<file path="config.mk">
export PLATFORM = sky130hd
export DESIGN_NAME = mem_access_unit
export DESIGN_NICKNAME = d
export VERILOG_FILES = /design/src/rtl/mem_if_pkg.sv /design/src/rtl/load_extend.sv /design/src/rtl/mem_access_unit.sv
export SDC_FILE = /design/constraint.sdc
export NUM_CORES = 1
export LEC_CHECK = 0
export ABC_AREA = 0
export CAP_MARGIN = 20
export CORE_MARGIN = 2
export CORE_UTILIZATION = 25
export CTS_CLUSTER_SIZE = 20
export DETAILED_ROUTE_END_ITERATION = 10
export HOLD_SLACK_MARGIN = 0.15
export SLEW_MARGIN = 20
export SYNTH_ARGS = -nofsm -noshare
export SYNTH_HDL_FRONTEND = slang
export SYNTH_HIERARCHICAL = 1
export SYNTH_SLANG_ARGS = --single-unit
</file>
<file path="constraint.sdc">
create_clock -name clk -period 2.45 [get_ports clk]
set_input_delay 0.245 -clock clk [delete_from_list [all_inputs] [get_ports clk]]
set_output_delay 0.245 -clock clk [all_outputs]
set_load 0.1 [all_outputs]
</file>
<file path="src/rtl/mem_if_pkg.sv">
// mem_if_pkg: shared defaults and FSM state type for the memory access unit
package mem_if_pkg;
    localparam int DATA_WIDTH_DEF    = 32;
    localparam int ADDRESS_WIDTH_DEF = 20;
    localparam int MEM_SIZE_DEF      = 8192;
    typedef enum logic [1:0] {IDLE, ACCESS, RESP} state_t;
endpackage

</file>
<file path="src/rtl/load_extend.sv">
// load_extend: byte/word load result formatting
// Ports: data (raw memory word), is_byte (byte access), is_signed (sign-extend byte), result (formatted word)
module load_extend #(
    parameter int DATA_WIDTH = 32
) (
    input  logic [DATA_WIDTH-1:0] data,
    input  logic                  is_byte,
    input  logic                  is_signed,
    output logic [DATA_WIDTH-1:0] result
);
    assign result = is_byte ? {{(DATA_WIDTH-8){is_signed & data[7]}}, data[7:0]} : data;
endmodule

</file>
<file path="src/rtl/mem_access_unit.sv">
// mem_access_unit: single-outstanding load/store engine between a pipeline and a word memory
// Ports: clk/rst; pipeline request (req_*) and response (resp_*) handshakes plus busy;
//        memory side mem_address/mem_write_data/mem_we/mem_re/mem_be driven only in ACCESS, mem_read_data in
module mem_access_unit
    import mem_if_pkg::*;
#(
    parameter int DATA_WIDTH    = DATA_WIDTH_DEF,
    parameter int ADDRESS_WIDTH = ADDRESS_WIDTH_DEF,
    parameter int MEM_SIZE      = MEM_SIZE_DEF,
    parameter int READ_LATENCY  = 1
) (
    input  logic                     clk,
    input  logic                     rst,
    input  logic                     req_valid,
    output logic                     req_ready,
    input  logic                     req_write,
    input  logic                     req_byte,
    input  logic                     req_signed,
    input  logic [ADDRESS_WIDTH-1:0] req_addr,
    input  logic [DATA_WIDTH-1:0]    req_wdata,
    output logic                     resp_valid,
    input  logic                     resp_ready,
    output logic [DATA_WIDTH-1:0]    resp_rdata,
    output logic                     resp_err,
    output logic                     busy,
    output logic [ADDRESS_WIDTH-1:0] mem_address,
    output logic [DATA_WIDTH-1:0]    mem_write_data,
    output logic                     mem_we,
    output logic                     mem_re,
    output logic                     mem_be,
    input  logic [DATA_WIDTH-1:0]    mem_read_data
);
    localparam logic [ADDRESS_WIDTH:0] LIMIT = (ADDRESS_WIDTH+1)'(MEM_SIZE * 4);
    state_t                   state, state_n;
    logic [2:0]               cnt;
    logic                     r_write, r_byte, r_signed;
    logic [ADDRESS_WIDTH-1:0] r_addr;
    logic [DATA_WIDTH-1:0]    r_wdata, rdata, ext;
    logic                     err, illegal, accept, in_access;
    assign illegal   = (!req_byte && req_addr[1:0] != 2'b00) || ({1'b0, req_addr} >= LIMIT);
    assign accept    = state == IDLE && req_valid;
    assign in_access = state == ACCESS;
    assign req_ready      = state == IDLE;
    assign busy           = state != IDLE;
    assign resp_valid     = state == RESP;
    assign resp_rdata     = rdata;
    assign resp_err       = err;
    assign mem_address    = in_access ? r_addr : '0;
    assign mem_write_data = in_access ? r_wdata : '0;
    assign mem_be         = in_access & r_byte;
    assign mem_we         = in_access & r_write;
    assign mem_re         = in_access & !r_write;
    load_extend #(.DATA_WIDTH(DATA_WIDTH)) u_ext (
        .data      (mem_read_data),
        .is_byte   (r_byte),
        .is_signed (r_signed),
        .result    (ext)
    );
    always_comb begin
        state_n = state;
        case (state)
            IDLE:    state_n = req_valid ? (illegal ? RESP : ACCESS) : IDLE;
            ACCESS:  state_n = (r_write || cnt == 3'd0) ? RESP : ACCESS;
            RESP:    state_n = resp_ready ? IDLE : RESP;
            default: state_n = IDLE;
        endcase
    end
    always_ff @(posedge clk) begin
        if (rst) begin
            state    <= IDLE;
            cnt      <= '0;
            r_write  <= 1'b0;
            r_byte   <= 1'b0;
            r_signed <= 1'b0;
            r_addr   <= '0;
            r_wdata  <= '0;
            rdata    <= '0;
            err      <= 1'b0;
        end else begin
            state <= state_n;
            if (accept) begin
                r_write  <= req_write;
                r_byte   <= req_byte;
                r_signed <= req_signed;
                r_addr   <= req_addr;
                r_wdata  <= req_byte ? {{(DATA_WIDTH-8){1'b0}}, req_wdata[7:0]} : req_wdata;
                cnt      <= 3'(READ_LATENCY - 1);
                rdata    <= '0;
                err      <= illegal;
            end
            // read data is only guaranteed in the final mem_re cycle
            if (in_access && !r_write) begin
                cnt <= cnt == 3'd0 ? cnt : cnt - 3'd1;
                if (cnt == 3'd0)
                    rdata <= ext;
            end
        end
    end
endmodule

</file>
==> impl_summary.log <==
[metrics] status: finished clean
[metrics] number of synthesis warnings: 6
[metrics] simple-gate share of the synthesized area: a little over a fifth
[metrics] minimum setup slack in the final design: 0.210 ns
[metrics] top cells by instance count after synthesis: dfxtp_1 (93), a21oi_1 (65), nand2_1 (64), and2_1 (54), nand3_1 (33)
[metrics] Top-Level Pins: about 180
[metrics] total power per unit cell area: roughly 490 nW/um2
[metrics] endpoint kind of the worst setup timing path: output pin
[metrics] worst slew pin tran: between 0.7 and 0.8 ns
[metrics] combinational family with the most area after synthesis: compound AO/OA/AOI/OAI gates
[metrics] largest area contributor in the synthesized netlist: dfxtp_1
[metrics] crit-path max FO: 29
[metrics] number of vias per cell after detailed routing: 4.70
[metrics] proportion of power drawn by flip-flops and latches: a little under half
[metrics] worst reg2reg endpoint: resp_rdata[6]
[metrics] launching element type of the critical path: register
[metrics] Async SR Flop Fraction: 0%
[metrics] switching fraction of total power: between 20% and 30%
[metrics] post-detailed-route count of antenna-violating nets: 0
[metrics] antenna violations before repair: 0
[metrics] synthesized-area fraction occupied by ao, oa, aoi and oai cells: about 23%
[metrics] overall fraction of global-route tracks in use: between 15 and 20%
[metrics] Critical Path Start: state[0]
[metrics] number of cells in the finished layout apart from fillers: between 800 and 900
[metrics] Clock H-tree levels: 3
[metrics] Total Power Consumption: around 3.4 mW
[metrics] cell area after synthesis: between 4000 and 5000 um2
[metrics] number of cell rows: 47
[metrics] setup repair after global routing missed its margin: false
[metrics] CTS tree: built
[metrics] Final Skew: 0.00727 ns
[metrics] number of placed cells counting well taps: 864
[metrics] dominant synthesized flop cell: dfxtp_1
[metrics] Core Region: 16,500 um2
[metrics] slowest CP cell: dfxtp_1
[metrics] Longest Clk Path Bufs: 2
[metrics] class of the tightest hold or removal check: in -> reg
[metrics] Sum Neg Setup Slack: 0 ns
[metrics] die span in x: ~130 um
[metrics] synth unique cells: 36
[metrics] detailed-route via count: a little over 4,000
[metrics] portion of synthesized cell area occupied by the leading cell type: around 44%
[metrics] via count of the first global-routing pass: 4,284
[metrics] count of TritonRoute iterations in the first routing pass: 4
[metrics] final clock period utilization by the worst path: just over 90%
[metrics] Register-to-Register Path Depth: 5
[metrics] Max-Cap Viols: 0
[metrics] Max Fclk: 0.446 GHz
[metrics] Resized cells post-CTS: 0
[metrics] starting utilization of the core area: approximately a quarter
[metrics] violation count after the first detailed-routing iteration: around 250
[metrics] count of antenna diodes in the layout: 0
[metrics] drt drc: 0
[metrics] mean instance size in the synthesized netlist: between 8 and 9 um2
[metrics] Post-CTS Hold Buffers: 0
[metrics] total congestion overflow after global routing: 0
[metrics] parity-gate share of the synthesized area counting xor and xnor cells: 0%
[metrics] most frequently used cell type in the post-synthesis netlist: dfxtp_1
[metrics] Syn Nets: approximately 600
[metrics] CTS sink count: just over 90
[metrics] global placement routability congestion: approximately 0.72
[metrics] share of cells above drive strength 1: approximately 20%
[metrics] total setup violations reported at the end of the flow: 0
[metrics] Cells after Synth: between 500 and 600
[metrics] relative contribution of the clock network to total power: 40.6%
[metrics] FF-to-FF Start: state[0]
[metrics] area added between synthesis and finish: 62.9%
[metrics] DP HPWL: 8.99 mm
[metrics] Tmin final: roughly 2.2 ns
[metrics] worst-skew pair later-pin latency: ~0.34 ns
[metrics] adder-cell share of the synthesized area: less than 1%
[metrics] endpoints failing hold: 0
[metrics] highest cell delay on the worst timing path: 0.49 ns
[metrics] number of buffers created by CTS: 9
[metrics] combinational fraction of design power: a little under an eighth
[metrics] flip-flop and latch count after synthesis: just over 90
[metrics] mux cell area share after synthesis: 0.239%
[metrics] y dimension of the die: about 130 um
[metrics] end of the critical path: mem_re
[metrics] register area share after synthesis: around 44%
[metrics] VDD IR-drop max: between 0.0003 and 0.0004 V
[metrics] dominant cells by area after synthesis: dfxtp_1 (44%), and2_1 (8.1%), a21oi_1 (7.8%)
[metrics] Port-buffer cells: around 180
[metrics] Max Transition Viols Final: 0
[metrics] number of setup buffers added after CTS: 0
[metrics] relative max-transition margin: 51.2%
[metrics] Routed wire per std cell: around 15 um
[metrics] Post-Place Setup Slack: between 0.2 and 0.3 ns
[metrics] Clock Tree Root: clkbuf_16
[metrics] Final nets: 748
[metrics] clock transition at the register clock pins on the worst setup and hold paths after CTS: around 0.070 ns
[metrics] largest net degree at the start of global routing: 56
[metrics] data arrival time of the worst path: around 2.0 ns
[metrics] data required time at the worst endpoint: about 2.2 ns
[metrics] category of the critical setup timing path: reg -> out
[metrics] Net Switching: between 800 and 900 uW
[metrics] internal power summed over all cells: 2.54 mW
[metrics] static power due to leakage: between 2 and 3 nW
[metrics] cell breakdown of the critical path: or3b_1, inv_2, buf_12
[metrics] FF-to-FF setup slack: 0.53 ns
[metrics] Total Die Area: roughly 18,000 um2
[metrics] first-pass GRT wire length: between 20 and 25 mm
[metrics] drt total wl: roughly 13 mm
[metrics] EDFF count, synth: 0
## flip-flops by register name, summed over array words and instances, names as in the netlist
name,cells
cnt,3
r_addr,20
r_write,1
resp_rdata,32
r_wdata,32
r_signed,1
resp_err,1
r_byte,1
state,2
## per-stage QoR
stage,hold slack (ns),area (um2),util (%)
2_1_floorplan,0.371,4190,-
4_1_cts,0.426,6830,41.5
6_report,0.441,6830,41.5
3_3_place_gp,0.437,6550,39.8
5_1_grt,0.437,6830,41.5
3_5_place_dp,0.444,6550,39.8
## cell usage in the layout, fill, tap and decap left out, types with 2 or more instances in the layout
master / count
clkbuf_16: 9
nor2_1: 2
nand2_1: 64
or4_1: 3
a21oi_1: 65
dfxtp_1: 93
nand3_1: 33
o211ai_1: 32
nand2b_1: 3
buf_12: 55
ha_1: 2
o21ai_2: 4
o21ai_0: 22
o311ai_0: 2
inv_1: 28
clkdlybuf4s50_1: 89
a22o_1: 24
buf_4: 49
and2_1: 54
## worst max-delay path: cells and delay by family (launching register included)
| kind | cells | cell delay [ns] |
|---|---|---|
| DFF | 1 | 0.49 |
| and+or+nand+nor | 1 | 0.42 |
| buffers and inverters | 2 | 0.71 |
## final cells by class
class / instances / area [um2]
multi-input cells: 328 / 1940
fillers: 1624 / 9640
repair buffers: 194 / 2360
well taps: 220 / 275
clock inverters: 4 / 51.3
flip-flops and latches: 93 / 1860
inverters: 29 / 109
clock buffers: 10 / 229
## per-layer routing
metal,track usage [%],vias to the layer above,routed length (um)
li1,-,2012,-
met1,18.4,1962,5680
met2,24.8,135,6520
met3,4.30,16,729
met4,6.38,0,250
met5,0,-,0
## power groups by stage
stage | Clock, mW | Combinational (mW) | Sequential [mW]
3_5_place_dp | 0 | 0.406 | 1.62
4_1_cts | 1.42 | 0.407 | 1.59
6_report | 1.37 | 0.404 | 1.59
2_1_floorplan | 0 | 0.200 | 1.63
5_1_grt | 1.49 | 0.441 | 1.60
3_3_place_gp | 0 | 0.398 | 1.62
## worst min path at each step
stage	to	cells past startpoint	from	slack (ns)
final	r_addr[3]	3	req_addr[3]	0.44
after global routing	r_addr[6]	3	req_addr[6]	0.44
after CTS	r_addr[3]	3	req_addr[3]	0.43
after detailed placement	r_addr[11]	2	r_addr[11]	0.44
after global placement	r_addr[1]	2	r_addr[1]	0.44
after floorplan	r_wdata[10]	1	req_wdata[10]	0.37
## kinds of logic after synthesis
| logic type | Yosys count |
|---|---|
| AOI/OAI and AO/OA | 153 |
| adders and majority gates | 2 |
| buffers and inverters | 84 |
| DFF | 93 |
| muxes | 1 |
| and+or+nand+nor | 172 |
Note: power is estimated with default switching activity, not from simulation.
